===== config.mk =====
export PLATFORM = sky130hd
export DESIGN_NAME = reg_decoder_scan
export DESIGN_NICKNAME = d
export VERILOG_FILES = /design/src/rtl/reg_decoder_scan.sv
export SDC_FILE = /design/constraint.sdc
export NUM_CORES = 1
export LEC_CHECK = 0
export BUFFER_PORTS_ARGS = -buffer_cell sky130_fd_sc_hd__clkbuf_2
export CORE_ASPECT_RATIO = 1.25
export CORE_MARGIN = 1.5
export CORE_UTILIZATION = 58
export CTS_CLUSTER_DIAMETER = 120
export DETAILED_ROUTE_END_ITERATION = 8
export PLACE_DENSITY = 0.85
export SLEW_MARGIN = 0
export SYNTH_ARGS = -nofsm -noshare
export SYNTH_HDL_FRONTEND = slang
export SYNTH_SLANG_ARGS = --single-unit
export TNS_END_PERCENT = 1

===== constraint.sdc =====
create_clock -name clk -period 4.69 [get_ports clk]
set_input_delay 0.7035 -clock clk [delete_from_list [all_inputs] [get_ports clk]]
set_output_delay 0.7035 -clock clk [all_outputs]
set_load 0.02 [all_outputs]

===== src/rtl/reg_decoder_scan.sv =====
// Registered SEL_W-to-2^SEL_W one-hot decoder with a self-sweeping scan mode.
// Latency: 1 cycle from an accepted select or scan_start to out_onehot/out_valid.
// Backpressure: in_ready drops while a sweep runs or a scan_start is pending.
//
// Ports:
//   clk, rst_n              clock, asynchronous active-low reset
//   in_valid/in_ready/in_sel  direct-mode select handshake
//   scan_start, scan_abort  begin a sweep (from IDLE) / terminate it (in SCAN)
//   scan_busy, scan_done    sweep in progress / one-cycle pulse at sweep end
//   out_valid, out_sel      one-cycle pulse on each new code / current binary code
//   out_onehot              decoded output, bit out_sel set
// Build option: define DECODER_ACTIVE_LOW_EN for a one-cold out_onehot (reset
// value all ones); timing and every other output are unchanged.
module reg_decoder_scan #(
    parameter int SEL_W = 4,
    parameter int DWELL = 15
) (
    input  logic                  clk,
    input  logic                  rst_n,
    input  logic                  in_valid,
    output logic                  in_ready,
    input  logic [SEL_W-1:0]      in_sel,
    input  logic                  scan_start,
    input  logic                  scan_abort,
    output logic                  scan_busy,
    output logic                  scan_done,
    output logic                  out_valid,
    output logic [SEL_W-1:0]      out_sel,
    output logic [(2**SEL_W)-1:0] out_onehot
);

    localparam int OUT_W = 2 ** SEL_W;
    localparam int CNT_W = $clog2(DWELL) + 1;

    localparam logic [CNT_W-1:0] DWELL_LAST = CNT_W'(DWELL - 1);
    localparam logic [SEL_W-1:0] SEL_LAST   = SEL_W'(OUT_W - 1);

`ifdef DECODER_ACTIVE_LOW_EN
    localparam logic [OUT_W-1:0] ONEHOT_RST = '1;
`else
    localparam logic [OUT_W-1:0] ONEHOT_RST = '0;
`endif

    typedef enum logic {
        IDLE = 1'b0,
        SCAN = 1'b1
    } state_t;

    state_t           state;
    logic [CNT_W-1:0] dwell_cnt;

    // The decoded pattern is built from the binary code rather than shifting
    // the previous pattern, so the one-cold build needs no special shift fill.
    function automatic logic [OUT_W-1:0] decode(input logic [SEL_W-1:0] sel);
        logic [OUT_W-1:0] v;
        v      = '0;
        v[sel] = 1'b1;
`ifdef DECODER_ACTIVE_LOW_EN
        return ~v;
`else
        return v;
`endif
    endfunction

    // scan_start takes priority over a coincident direct request, so ready
    // is withheld in that cycle and the request stays with the producer.
    assign in_ready = (state == IDLE) && !scan_start;

    always_ff @(posedge clk or negedge rst_n) begin
        if (!rst_n) begin
            state      <= IDLE;
            dwell_cnt  <= '0;
            out_sel    <= '0;
            out_onehot <= ONEHOT_RST;
            out_valid  <= 1'b0;
            scan_busy  <= 1'b0;
            scan_done  <= 1'b0;
        end else begin
            out_valid <= 1'b0;
            scan_done <= 1'b0;
            case (state)
                IDLE: begin
                    if (scan_start) begin
                        state      <= SCAN;
                        dwell_cnt  <= '0;
                        out_sel    <= '0;
                        out_onehot <= decode('0);
                        out_valid  <= 1'b1;
                        scan_busy  <= 1'b1;
                    end else if (in_valid) begin
                        out_sel    <= in_sel;
                        out_onehot <= decode(in_sel);
                        out_valid  <= 1'b1;
                    end
                end
                SCAN: begin
                    if (scan_abort) begin
                        // Abort beats a step or finish landing in the same cycle;
                        // the current code stays on the output.
                        state     <= IDLE;
                        dwell_cnt <= '0;
                        scan_busy <= 1'b0;
                    end else if (dwell_cnt == DWELL_LAST) begin
                        dwell_cnt <= '0;
                        if (out_sel != SEL_LAST) begin
                            out_sel    <= out_sel + SEL_W'(1);
                            out_onehot <= decode(out_sel + SEL_W'(1));
                            out_valid  <= 1'b1;
                        end else begin
                            // Last code keeps driving after the sweep; no wrap.
                            state     <= IDLE;
                            scan_busy <= 1'b0;
                            scan_done <= 1'b1;
                        end
                    end else begin
                        dwell_cnt <= dwell_cnt + CNT_W'(1);
                    end
                end
                default: state <= IDLE;
            endcase
        end
    end

endmodule


==> results_tabular.tex, run 1 <==
\begin{tabular}{lr}
\hline
Metric & Value \\
\hline
\multicolumn{2}{l}{\textbf{Synth}} \\
\quad Simple-gate area share of the yosys netlist & 0.217 \\
\quad Main combinational cell family by area after synthesis & simple AND/OR/NAND/NOR gates \\
\quad Flip-flop and latch count after synthesis & 29 \\
\quad Synth Area in Adders & 0.0425 \\
\quad Number of synthesized flops with an enable pin & 0 \\
\quad Net count after synthesis & 191 \\
\quad Commonest cells in the netlist & dfrtp\_1 (29), nand2\_1 (21), o21ai\_0 (17) \\
\quad Mapped Cells & 176 \\
\quad Top cell type by total area after synthesis & dfrtp\_1 \\
\quad Share of synthesized area spent on multiplexers & 0.0545 \\
\quad Portion of synthesized cell area occupied by the leading cell type & 0.411 \\
\quad Number of distinct library cells after synthesis & 51 \\
\quad Prevailing post-synth register cell & dfrtp\_1 \\
\quad Syn Std Cell Area & 0.00177 mm\^{}2 \\
\quad Main area contributors after synthesis & dfrtp\_1 (41\%), o21ai\_0 (4.8\%), nand2\_1 (4.5\%), ha\_1 (4.2\%), mux2\_4 (4.2\%) \\
\quad Post-synthesis sequential area ratio & 0.411 \\
\quad Synth async-reset ratio & 1.00 \\
\quad Number of warnings reported in the yosys synthesis log & 0 \\
\quad Post-Syn Area per Cell & 10.0 um\^{}2 \\
\quad Most frequent cell after synthesis & dfrtp\_1 \\
\quad Share of the synthesized area in compound gates (AO/OA/AOI/OAI) & 0.215 \\
\quad Synth Area in XOR/XNOR & 0.0142 \\
\multicolumn{2}{l}{\textbf{Routing}} \\
\quad Drt initial violations & 52 \\
\quad Via Count & 1473 \\
\quad Detail-routed via count per cell & 6.11 \\
\quad Number of nets still failing antenna checks after routing & 0 \\
\quad First-pass DRT Iterations & 4 \\
\quad Drt drc & 0 \\
\quad Aggregate routed wire length & 4040 um \\
\quad Routed WL per cell & 16.8 um \\
\multicolumn{2}{l}{\textbf{Setup path}} \\
\quad Crit path launch type & flop \\
\quad Endpoint of the lowest-slack register-to-register path & out\_onehot[11] \\
\quad Startpoint of the most critical register-to-register path & state \\
\quad R2r worst-path depth & 4 \\
\quad Crit Path Category & reg -> out \\
\quad Setup slack of the most critical reg-to-reg path & 2.32 ns \\
\quad Highest fanout seen on the critical path & 29 \\
\quad Kind of capture point of the worst setup path & primary output \\
\quad Req. time, crit path & 3.99 ns \\
\quad Data arrival time at the worst-slack endpoint & 2.06 ns \\
\multicolumn{2}{l}{\textbf{Global routing}} \\
\quad Number of global-route vias before repair & 1487 \\
\quad Global-route wire length before repair & 6890 um \\
\quad Total Routing Usage GR & 0.274 \\
\quad Number of antenna violations at the first check in global routing & 0 \\
\quad Remaining Overflow, GRT & 0 \\
\quad Largest net degree at the start of global routing & 30 \\
\multicolumn{2}{l}{\textbf{Floorplan}} \\
\quad Floorplan core area & 0.00292 mm\^{}2 \\
\quad Die X-Extent & 52.4 um \\
\quad I/O pin cnt & 33 \\
\quad Starting density of the core & 0.605 \\
\quad Chip Height & 64.7 um \\
\quad Number of cell rows & 22 \\
\quad Die Outline Area & 0.00339 mm\^{}2 \\
\multicolumn{2}{l}{\textbf{Run status}} \\
\quad Outcome & finished clean \\
\multicolumn{2}{l}{\textbf{Timing}} \\
\quad Unrepaired setup endpoints after global routing & no \\
\quad Actual transition at the worst max-transition pin & 0.884 ns \\
\quad Total negative slack & 0 ns \\
\quad Maximum clock frequency & 0.362 GHz \\
\quad Share of the clock period used by the worst path after layout & 0.589 \\
\quad Period minus WS final & 2.76 ns \\
\quad Setup violation total in the final timing report & 0 \\
\quad Clk\_skew & 0.0120 ns \\
\quad Worst Hold Slack & 0.389 ns \\
\quad Number of pins exceeding their max-slew limit in the final report & 0 \\
\quad Worst slew margin & 0.411 \\
\quad Final Hold Fails & 0 \\
\multicolumn{2}{l}{\textbf{Clocking}} \\
\quad Root buf cell & clkbuf\_4 \\
\quad Inserted Clock Buffers & 5 \\
\quad Clock Sinks & 29 \\
\quad Hold\_buf cts & 0 \\
\quad Clock Latency Late Sink & 0.34 ns \\
\quad Clock slew seen by the registers of the worst setup and hold paths & 0.10 ns \\
\quad Resized Gates After CTS & 0 \\
\quad Post-CTS setup repair buffer count & 0 \\
\quad Deepest level of the CTS H-tree & 2 \\
\quad TritonCTS clock tree & yes \\
\quad Number of buffers between clock root and the deepest sink & 2 \\
\multicolumn{2}{l}{\textbf{Power and ir drop}} \\
\quad Leakage power figure & 0.914 nW \\
\quad Power density of the placed cells & 425 mW/mm\^{}2 \\
\quad Peak supply drop & 0.268 mV \\
\multicolumn{2}{l}{\textbf{Placement}} \\
\quad Placer Congestion & 0.979 \\
\quad DPL Wire Length & 2910 um \\
\quad Port buffer count & 32 \\
\multicolumn{2}{l}{\textbf{Hold path}} \\
\quad Kind of path behind the tightest hold check & in -> async \\
\multicolumn{2}{l}{\textbf{Run}} \\
\quad Number of violations of the max-capacitance limit & 0 \\
\multicolumn{2}{l}{\textbf{Cells and area}} \\
\quad Layout cells sized above 1 & 0.278 \\
\quad Growth of design area from synthesis to finish & 14.0\% \\
\quad Layout filler cell count & 240 \\
\quad Number of diodes added for antenna fixing & 0 \\
\quad Number of nets in the final layout & 219 \\
\hline
\end{tabular}
per-layer routing:
metal | vias up | share of wire | track usage
li1 | 704 | - | -
met5 | - | 0 | 0
met1 | 693 | 0.39 | 0.320
met4 | 0 | 0.032 | 0.138
met3 | 15 | 0.056 | 0.0530
met2 | 61 | 0.52 | 0.466
flip-flops by register name (all words and copies together) (netlist names):
signal      flops
out_valid       1
scan_done       1
dwell_cnt       5
scan_busy       1
out_onehot     16
out_sel         4
state           1
placed cells by master, fill, tap and decap left out, types with 5 or more instances in the layout:
cell / instances
a21oi_1: 5
clkbuf_2: 32
clkbuf_4: 5
dfrtp_1: 29
ha_1: 6
mux2_4: 5
nand2_1: 21
nand4_1: 7
nor2_1: 8
nor2b_1: 5
o21ai_0: 17
worst max-delay path by stage:
stage	from	endpoint	slack, ns	cells after the start
final	state	in_ready	1.93	2
after global routing	state	in_ready	1.79	2
after CTS	state	in_ready	1.97	2
after global placement	scan_start	in_ready	2.26	3
after floorplan	scan_start	in_ready	2.73	3
after detailed placement	scan_start	in_ready	2.21	3
final cells by class:
| type | instances | area [um^2] | share of cell area |
|---|---|---|---|
| Sequential cell | 29 | 726 | 0.360 |
| Timing Repair Buffer | 32 | 160 | 0.0796 |
| Tap cell | 36 | 45.0 | 0.0224 |
| Multi-Input combinational cell | 131 | 958 | 0.476 |
| Clock inverter | 3 | 65.1 | 0.0323 |
| Clock buffer | 5 | 37.5 | 0.0186 |
| Inverter | 5 | 21.3 | 0.0106 |
report_power, final:
group          switching, mW  leakage (nW)  internal (mW)
registers             0.0452         0.381          0.283
clock network         0.0905        0.0552          0.165
logic                  0.173         0.478          0.100
total                  0.308         0.914          0.548
critical path, cell delays in order, from the launching register on:
cell,delay [ns]
dfrtp_1,0.72
nor2_1,0.71
clkbuf_2,0.29
logic make-up after synthesis:
family	Yosys count
AND/OR/NAND/NOR	64
AO/OA/AOI/OAI	52
flip-flops	29
buffers and inverters	16
multiplexers	7
adder cells (fa/ha/maj)	6
XOR/XNOR	2
stage by stage:
stage / total power, mW / setup slack, ns / cells / util / cell area, um^2
global placement: 0.586 / 2.26 / 233 / 0.655 / 1910
CTS: 0.854 / 1.97 / 241 / 0.690 / 2010
finish: 0.856 / 1.93 / 241 / 0.690 / 2010
detailed placement: 0.598 / 2.21 / 233 / 0.655 / 1910
global route: 0.900 / 1.79 / 241 / 0.690 / 2010
floorplan: 0.523 / 2.73 / 176 / - / 1770
No activity file was read; power rests on OpenSTA's default activity.
==> run 2, diff against run 1 <==
- ABC_AREA: not set -> 1
- CORE_UTILIZATION: 58 -> 49
- PLACE_DENSITY: 0.85 -> 0.77
- clock period: 4.69 -> 2.5 ns (I/O delays scaled with it)
==> results_tabular.tex, run 2 <==
\begin{tabular}{lr}
\hline
Metric & Value \\
\hline
\multicolumn{2}{l}{\textbf{Run status}} \\
\quad Outcome & finished clean \\
\multicolumn{2}{l}{\textbf{Setup path}} \\
\quad Sequence of cells on the critical path & ha\_1, nor2\_1, inv\_1, nand2\_1, inv\_1, nand3\_1, nand2\_1, nand2\_1, nand2\_1 \\
\quad Max incr delay on CP & 0.47 ns (-0.25 ns) \\
\quad Endpoint of the lowest-slack register-to-register path & out\_onehot[4] \\
\quad Buffer and inverter count on the worst path & 2 (+1) \\
\quad Slowest cell on the critical path & dfrtp\_1 \\
\quad Data arrival time at the worst-slack endpoint & 1.93 ns (-0.13 ns) \\
\quad Crit path launch type & flop \\
\quad Crit Path Category & reg -> reg \\
\quad Kind of capture point of the worst setup path & flop \\
\quad R2r worst-path depth & 9 (+5) \\
\quad Critical path launch point & out\_sel[0] \\
\quad Cell repeated most along the worst path & nand2\_1 \\
\quad Destination of the critical timing path & out\_onehot[4] \\
\quad Req. time, crit path & 2.67 ns (-1.32 ns) \\
\quad Highest fanout seen on the critical path & 8 (-72\%) \\
\quad Setup slack of the most critical reg-to-reg path & 0.74 ns (-1.58 ns) \\
\quad Startpoint of the most critical register-to-register path & out\_sel[0] \\
\quad Crit. path cell count & 9 (+7) \\
\quad Category of cells accounting for the largest share of critical-path delay & simple AND/OR/NAND/NOR gates \\
\multicolumn{2}{l}{\textbf{Cells and area}} \\
\quad Biggest register & out\_onehot \\
\quad Growth of design area from synthesis to finish & 15.9\% \\
\quad Final core utilization & 0.602 (-0.0882) \\
\quad Flip-flop count of the largest register, all copies and words added & 16 (unchanged) \\
\quad Number of diodes added for antenna fixing & 0 (unchanged) \\
\quad Layout cells sized above 1 & 0.189 (-0.0894) \\
\quad Count of placed standard cells in the final layout, fillers left out & 302 (+25\%) \\
\quad Largest registers in the final layout & out\_onehot (16), dwell\_cnt (5), out\_sel (4) \\
\quad Number of nets in the final layout & 279 (+27\%) \\
\quad Commonest non-fill, non-tap cell in the layout & nand2\_1 \\
\quad Most frequent cells in the layout & nand2\_1 (110), clkbuf\_2 (32), dfrtp\_1 (29), nand3\_1 (23), inv\_1 (16) \\
\multicolumn{2}{l}{\textbf{Timing}} \\
\quad Worst slew margin & 0.514 (+0.104) \\
\quad Worst Hold Slack & 0.141 ns (-0.248 ns) \\
\quad Clk\_skew & 0.00894 ns (-0.00302 ns) \\
\quad Share of the clock period used by the worst path after layout & 0.702 \\
\quad Unrepaired setup endpoints after global routing & no \\
\quad Number of pins exceeding their max-slew limit in the final report & 0 (unchanged) \\
\quad Final Hold Fails & 0 (unchanged) \\
\quad Setup violation total in the final timing report & 0 (unchanged) \\
\quad Maximum clock frequency & 0.569 GHz \\
\quad Total negative slack & 0 ns (unchanged) \\
\quad Period minus WS final & 1.76 ns \\
\quad Actual transition at the worst max-transition pin & 0.728 ns (-0.156 ns) \\
\multicolumn{2}{l}{\textbf{Floorplan}} \\
\quad Floorplan core area & 0.00325 mm\^{}2 (+11\%) \\
\quad Number of cell rows & 23 (+4.5\%) \\
\quad Die X-Extent & 55.5 um (+6.0\%) \\
\quad Chip Height & 68.6 um (+6.1\%) \\
\quad Die Outline Area & 0.00381 mm\^{}2 (+12\%) \\
\quad I/O pin cnt & 33 (unchanged) \\
\quad Starting density of the core & 0.519 (-0.0861) \\
\multicolumn{2}{l}{\textbf{Synth}} \\
\quad Mapped Cells & 230 (+31\%) \\
\quad Prevailing post-synth register cell & dfrtp\_1 \\
\quad Number of synthesized flops with an enable pin & 0 (unchanged) \\
\quad Post-Syn Area per Cell & 7.34 um\^{}2 (-27\%) \\
\quad Portion of synthesized cell area occupied by the leading cell type & 0.430 (+0.0189) \\
\quad Number of warnings reported in the yosys synthesis log & 0 (unchanged) \\
\quad Flip-flop and latch count after synthesis & 29 (unchanged) \\
\quad Commonest cells in the netlist & nand2\_1 (110), dfrtp\_1 (29), nand3\_1 (23) \\
\quad Syn Std Cell Area & 0.00169 mm\^{}2 (-4.4\%) \\
\quad Net count after synthesis & 245 (+28\%) \\
\quad Most frequent cell after synthesis & nand2\_1 \\
\quad Top cell type by total area after synthesis & dfrtp\_1 \\
\quad Synth async-reset ratio & 1.00 (unchanged) \\
\quad Main area contributors after synthesis & dfrtp\_1 (43\%), nand2\_1 (24\%), nand3\_1 (6.8\%), ha\_1 (4.4\%), inv\_1 (3.6\%) \\
\quad Post-synthesis sequential area ratio & 0.430 (+0.0189) \\
\quad Number of distinct library cells after synthesis & 25 (-51\%) \\
\multicolumn{2}{l}{\textbf{Placement}} \\
\quad Cell total after placement & 294 (+26\%) \\
\quad Port buffer count & 32 (unchanged) \\
\quad Placer Congestion & 0.951 (-2.9\%) \\
\quad DPL Wire Length & 2880 um (-1.0\%) \\
\multicolumn{2}{l}{\textbf{Run}} \\
\quad Number of violations of the max-capacitance limit & 0 (unchanged) \\
\multicolumn{2}{l}{\textbf{Routing}} \\
\quad Aggregate routed wire length & 3820 um (-5.5\%) \\
\quad First-pass DRT Iterations & 4 (unchanged) \\
\quad Drt drc & 0 (unchanged) \\
\quad Detail-routed via count per cell & 5.13 (-16\%) \\
\quad Number of nets still failing antenna checks after routing & 0 (unchanged) \\
\quad Via Count & 1548 (+5.1\%) \\
\quad Drt initial violations & 28 (-46\%) \\
\quad Routed WL per cell & 12.6 um (-25\%) \\
\multicolumn{2}{l}{\textbf{Clocking}} \\
\quad Post-CTS setup repair buffer count & 0 (unchanged) \\
\quad Number of buffers between clock root and the deepest sink & 2 (unchanged) \\
\quad Inserted Clock Buffers & 5 (unchanged) \\
\quad Clock slew seen by the registers of the worst setup and hold paths & 0.06 ns (-0.04 ns) \\
\quad Clock Latency Late Sink & 0.28 ns (-0.06 ns) \\
\quad Clock Sinks & 29 (unchanged) \\
\quad Resized Gates After CTS & 0 (unchanged) \\
\quad Deepest level of the CTS H-tree & 2 (unchanged) \\
\quad TritonCTS clock tree & yes \\
\quad Hold\_buf cts & 0 (unchanged) \\
\quad Root buf cell & clkbuf\_8 \\
\multicolumn{2}{l}{\textbf{Power and ir drop}} \\
\quad Internal portion of total power & 0.995 mW (+82\%) \\
\quad Power density of the placed cells & 811 mW/mm\^{}2 (+91\%) \\
\quad Power Total & 1.59 mW (+85\%) \\
\quad Switching power as a share of total power & 0.373 (+0.0126) \\
\quad Combinational fraction of design power & 0.300 (-0.019) \\
\quad Peak supply drop & 0.539 mV (+100\%) \\
\quad Switch Pwr & 0.591 mW (+92\%) \\
\quad Sequential Power Share & 0.386 (+0.003) \\
\quad Fraction of power consumed by the clock network & 0.313 (+0.015) \\
\quad Leakage power figure & 1.15 nW (+25\%) \\
\multicolumn{2}{l}{\textbf{Global routing}} \\
\quad Met3 Resource Use GR & 0.0634 (+0.0104) \\
\quad Number of global-route vias before repair & 1454 (-2.2\%) \\
\quad Largest net degree at the start of global routing & 30 (unchanged) \\
\quad Total Routing Usage GR & 0.226 (-0.0484) \\
\quad Global-route wire length before repair & 6510 um (-5.5\%) \\
\quad Number of antenna violations at the first check in global routing & 0 (unchanged) \\
\quad GRT busiest layer & met2 \\
\quad Met2 Resource Use GR & 0.384 (-0.0817) \\
\quad Met1 layer usage reported by global route & 0.265 (-0.0550) \\
\quad Remaining Overflow, GRT & 0 (unchanged) \\
\multicolumn{2}{l}{\textbf{Hold path}} \\
\quad Kind of path behind the tightest hold check & in -> async \\
\hline
\end{tabular}
-- run 2: cell count changes after synthesis, sizes merged, moves of 6 or more --
cell | before | now
buf | 10 | 4
mux2 | 6 | 0
nand2 | 21 | 113
inv | 5 | 18
nand3 | 3 | 24
o21ai | 17 | 7
nor2 | 8 | 16
-- run 2: power groups by stage --
stage	sequential, mW	combinational [mW]	clock, mW
2_1_floorplan	0.676	0.277	0
3_3_place_gp	0.617	0.478	0
3_5_place_dp	0.621	0.477	0
4_1_cts	0.612	0.479	0.509
5_1_grt	0.625	0.534	0.528
6_report	0.613	0.476	0.497
-- run 2: kinds of logic (layout without fill, tap and decap cells) --
family / Yosys count / in the layout / share of synthesized area
AO/OA/AOI/OAI: 10 / 10 / 0.0348
XOR/XNOR: 2 / 2 / 0.0104
adder cells (fa/ha/maj): 6 / 6 / 0.0444
buffers and inverters: 24 / 59 / 0.0800
flip-flops: 29 / 29 / 0.430
AND/OR/NAND/NOR: 159 / 159 / 0.401
-- run 2: worst min path at each step --
stage          slack, ns        endpoint      startpoint
6_report            0.14      out_sel[3]           rst_n
5_1_grt             0.21   out_onehot[7]           rst_n
3_3_place_gp        0.46  out_onehot[10]  out_onehot[10]
3_5_place_dp        0.47      out_sel[2]           rst_n
4_1_cts             0.16  out_onehot[13]           rst_n
2_1_floorplan       0.08    dwell_cnt[0]           rst_n
-- run 2: final cells by class --
| class | instances | area [um^2] |
|---|---|---|
| inverter | 19 | 80.1 |
| timing repair buffer | 32 | 160 |
| fill | 345 | 1290 |
| sequential | 29 | 726 |
| clock inverter | 1 | 30.0 |
| multi-input combinational | 177 | 828 |
| clock buffer | 7 | 86.3 |
| tap | 37 | 46.3 |
-- run 2: worst register-to-register path: stages (launching register included) --
cell	delay (ns)
dfrtp_1	0.47
ha_1	0.27
nor2_1	0.10
inv_1	0.04
nand2_1	0.22
inv_1	0.21
nand3_1	0.15
nand2_1	0.08
nand2_1	0.06
nand2_1	0.05
-- run 2: through the flow --
stage / instance area (um^2) / setup slack, ns
final: 1960 / 0.744
after floorplan: 1690 / 0.928
after CTS: 1960 / 0.765
after global placement: 1840 / 0.729
after global routing: 1960 / 0.567
after detailed placement: 1840 / 0.773
-- run 2: per-layer routing --
layer,wire (um),vias up
li1,-,789
met1,1640,705
met2,1880,45
met3,219,9
met4,82,0
met5,0,-
==> run 3, diff against run 2 <==
- ABC_AREA: 1 -> 0
- CORE_UTILIZATION: 49 -> 50
- PLACE_DENSITY: 0.77 -> 0.78
- clock period: 2.5 -> 1.5 ns (I/O delays scaled with it)
==> results_tabular.tex, run 3 (synthesized netlist as in run 1, its figures left out) <==
\begin{tabular}{lr}
\hline
Metric & Value \\
\hline
\multicolumn{2}{l}{\textbf{Power and ir drop}} \\
\quad Fraction of power consumed by the clock network & 0.215 (-0.098) \\
\quad Power density of the placed cells & 1180 mW/mm\^{}2 (+46\%) \\
\quad Sequential Power Share & 0.341 (-0.045) \\
\quad Internal portion of total power & 1.82 mW (+83\%) \\
\quad Leakage power figure & 1.15 nW (+0.11\%) \\
\quad Peak supply drop & 0.832 mV (+55\%) \\
\quad Switch Pwr & 1.13 mW (+92\%) \\
\quad Switching power as a share of total power & 0.384 (+0.0117) \\
\quad Combinational fraction of design power & 0.445 (+0.145) \\
\multicolumn{2}{l}{\textbf{Timing}} \\
\quad Period minus WS final & 1.63 ns (-0.127 ns) \\
\quad Number of pins exceeding their max-slew limit in the final report & 0 (unchanged) \\
\quad Share of the clock period used by the worst path after layout & 1.09 (+0.384) \\
\quad Unrepaired setup endpoints after global routing & yes \\
\quad Clk\_skew & 0.00681 ns (-0.00213 ns) \\
\quad Setup violation total in the final timing report & 20 (+20) \\
\quad Maximum clock frequency & 0.614 GHz (+7.8\%) \\
\quad Actual transition at the worst max-transition pin & 0.502 ns (-0.226 ns) \\
\quad Worst slew margin & 0.665 (+0.150) \\
\quad Final Hold Fails & 0 (unchanged) \\
\quad Post-layout worst setup margin & -0.130 ns (-0.873 ns) \\
\multicolumn{2}{l}{\textbf{Hold path}} \\
\quad Kind of path behind the tightest hold check & in -> reg \\
\multicolumn{2}{l}{\textbf{Setup path}} \\
\quad Setup slack of the most critical reg-to-reg path & -0.13 ns (-0.87 ns) \\
\quad Critical path launch point & out\_sel[0] \\
\quad Startpoint of the most critical register-to-register path & out\_sel[0] \\
\quad Kind of capture point of the worst setup path & flop \\
\quad Crit path launch type & flop \\
\quad Destination of the critical timing path & out\_onehot[7] \\
\quad Req. time, crit path & 1.67 ns (-1.00 ns) \\
\quad R2r worst-path depth & 5 (-4) \\
\quad Endpoint of the lowest-slack register-to-register path & out\_onehot[7] \\
\quad Data arrival time at the worst-slack endpoint & 1.80 ns (-0.13 ns) \\
\quad Crit Path Category & reg -> reg \\
\quad Highest fanout seen on the critical path & 5 (-3) \\
\multicolumn{2}{l}{\textbf{Placement}} \\
\quad DPL Wire Length & 3660 um (+27\%) \\
\quad Pre-CTS setup slack & -0.154 ns (-0.927 ns) \\
\quad Cell area reported after detailed placement & 0.00223 mm\^{}2 (+21\%) \\
\quad Port buffer count & 32 (unchanged) \\
\quad Placer Congestion & 0.976 (+2.6\%) \\
\multicolumn{2}{l}{\textbf{Global routing}} \\
\quad Number of global-route vias before repair & 1813 (+25\%) \\
\quad Total Routing Usage GR & 0.281 (+0.0553) \\
\quad Global-route wire length before repair & 8550 um (+31\%) \\
\quad Number of antenna violations at the first check in global routing & 0 (unchanged) \\
\quad Largest net degree at the start of global routing & 22 (-27\%) \\
\quad Remaining Overflow, GRT & 0 (unchanged) \\
\multicolumn{2}{l}{\textbf{Cells and area}} \\
\quad Growth of design area from synthesis to finish & 41.0\% \\
\quad Layout cells sized above 1 & 0.492 (+0.303) \\
\quad Area of combinational cells with multiple inputs & 0.00107 mm\^{}2 (+29\%) \\
\quad Final core utilization & 0.759 (+0.158) \\
\quad Largest registers in the final layout & out\_onehot (16), dwell\_cnt (5), out\_sel (4) \\
\quad Most frequent cells in the layout & buf\_4 (33), clkbuf\_2 (31), dfrtp\_1 (26), nand2\_1 (20), o21ai\_1 (11) \\
\quad Biggest register & out\_onehot \\
\quad FF/Latch Area & 729 um\^{}2 (+0.52\%) \\
\quad Number of diodes added for antenna fixing & 0 (unchanged) \\
\quad Number of nets in the final layout & 260 (-6.8\%) \\
\quad Flip-flop count of the largest register, all copies and words added & 16 (unchanged) \\
\quad Commonest non-fill, non-tap cell in the layout & buf\_4 \\
\quad Layout filler cell count & 237 (-31\%) \\
\quad Layout Cell Area excl Fill & 0.00249 mm\^{}2 (+27\%) \\
\multicolumn{2}{l}{\textbf{Run}} \\
\quad Number of violations of the max-capacitance limit & 0 (unchanged) \\
\multicolumn{2}{l}{\textbf{Routing}} \\
\quad Drt drc & 0 (unchanged) \\
\quad First-pass DRT Iterations & 4 (unchanged) \\
\quad Drt initial violations & 72 (+160\%) \\
\quad Detail-routed via count per cell & 5.91 (+15\%) \\
\quad Number of nets still failing antenna checks after routing & 0 (unchanged) \\
\quad Via Count & 1673 (+8.1\%) \\
\quad Routed WL per cell & 17.6 um (+39\%) \\
\quad Aggregate routed wire length & 4970 um (+30\%) \\
\multicolumn{2}{l}{\textbf{Run status}} \\
\quad Outcome & complete, but fails checks \\
\quad Violated checks & setup timing \\
\multicolumn{2}{l}{\textbf{Floorplan}} \\
\quad I/O pin cnt & 33 (unchanged) \\
\quad Chip Height & 69.5 um (+1.2\%) \\
\quad Die X-Extent & 56.2 um (+1.2\%) \\
\quad Starting density of the core & 0.539 (+0.0191) \\
\quad Floorplan core area & 0.00328 mm\^{}2 (+0.89\%) \\
\quad Number of cell rows & 23 (unchanged) \\
\quad Die Outline Area & 0.00390 mm\^{}2 (+2.4\%) \\
\multicolumn{2}{l}{\textbf{Clocking}} \\
\quad Clock slew seen by the registers of the worst setup and hold paths & 0.07 ns (about the same) \\
\quad Deepest level of the CTS H-tree & 2 (unchanged) \\
\quad Clock Latency Late Sink & 0.29 ns (about the same) \\
\quad Inserted Clock Buffers & 5 (unchanged) \\
\quad TritonCTS clock tree & yes \\
\quad Number of buffers between clock root and the deepest sink & 2 (unchanged) \\
\quad Root buf cell & clkbuf\_8 \\
\quad Clock Sinks & 29 (unchanged) \\
\hline
\end{tabular}
## run 3: cell count changes in the layout (fill, tap and decap cells not counted), moves of 5 or more
cell | before | now
nand2_1 | 110 | 20
buf_4 | 0 | 33
nand3_1 | 23 | 2
inv_1 | 16 | 3
o21ai_1 | 1 | 11
nor2_1 | 13 | 6
mux2_4 | 0 | 5
nand4_1 | 2 | 7
## run 3: final cells by class
cell class                      count  share of cell area
Clock buffer                        5              0.0276
Timing Repair Buffer               73               0.217
Sequential cell                    29               0.293
Tap cell                           37              0.0186
Clock inverter                      3             0.00703
Inverter                            5             0.00854
Multi-Input combinational cell    131               0.428
## run 3: power groups by stage
stage	sequential, mW	clock [mW]	combinational (mW)
6_report	1.00	0.634	1.31
4_1_cts	0.999	0.650	1.26
5_1_grt	1.02	0.679	1.41
3_3_place_gp	0.991	0	1.11
2_1_floorplan	1.12	0	0.534
3_5_place_dp	1.01	0	1.14
## run 3: worst min-delay path by stage
stage                from      endpoint  slack, ns  cells past startpoint
2_1_floorplan       rst_n  dwell_cnt[0]      -0.07                      0
3_3_place_gp        rst_n    out_sel[3]       0.13                      1
3_5_place_dp        rst_n    out_sel[2]       0.14                      1
4_1_cts        scan_abort     scan_busy       0.27                      4
5_1_grt        scan_start         state       0.30                      2
6_report       scan_abort     scan_busy       0.26                      4
## run 3: what timing repair did
action,4_1_cts,5_1_grt
endpoints found under the hold margin,12,0
buffers inserted,6,0
pin swaps,6,4
endpoints found under the setup margin,22,24
hold buffers,1,0
gates resized for setup,25,18
## run 3: worst max-delay path: stages, from the launching register on
cell     delay (ns)
dfrtp_2        0.44
ha_4           0.17
and2b_2        0.26
a32oi_2        0.24
o21ai_1        0.13
mux2_4         0.27
## run 3: metrics by stage
stage	total power, mW	hold WS, ns	cells	TNS (ns)
final	2.95	0.259	283	-1.18
after global routing	3.11	0.303	283	-2.71
after CTS	2.91	0.269	283	-0.992
after detailed placement	2.15	0.140	268	-1.12
after global placement	2.11	0.130	268	-0.423
after floorplan	1.65	-0.0706	176	-0.555
## run 3: layer usage
layer  vias up  wire length [um]  track usage  share of wire
met1       809              1840        0.291           0.37
met3        16               243       0.0672          0.049
li1        786                 -            -              -
met5         -                 0            0              0
met2        62              2680        0.511           0.54
met4         0               205        0.148          0.041
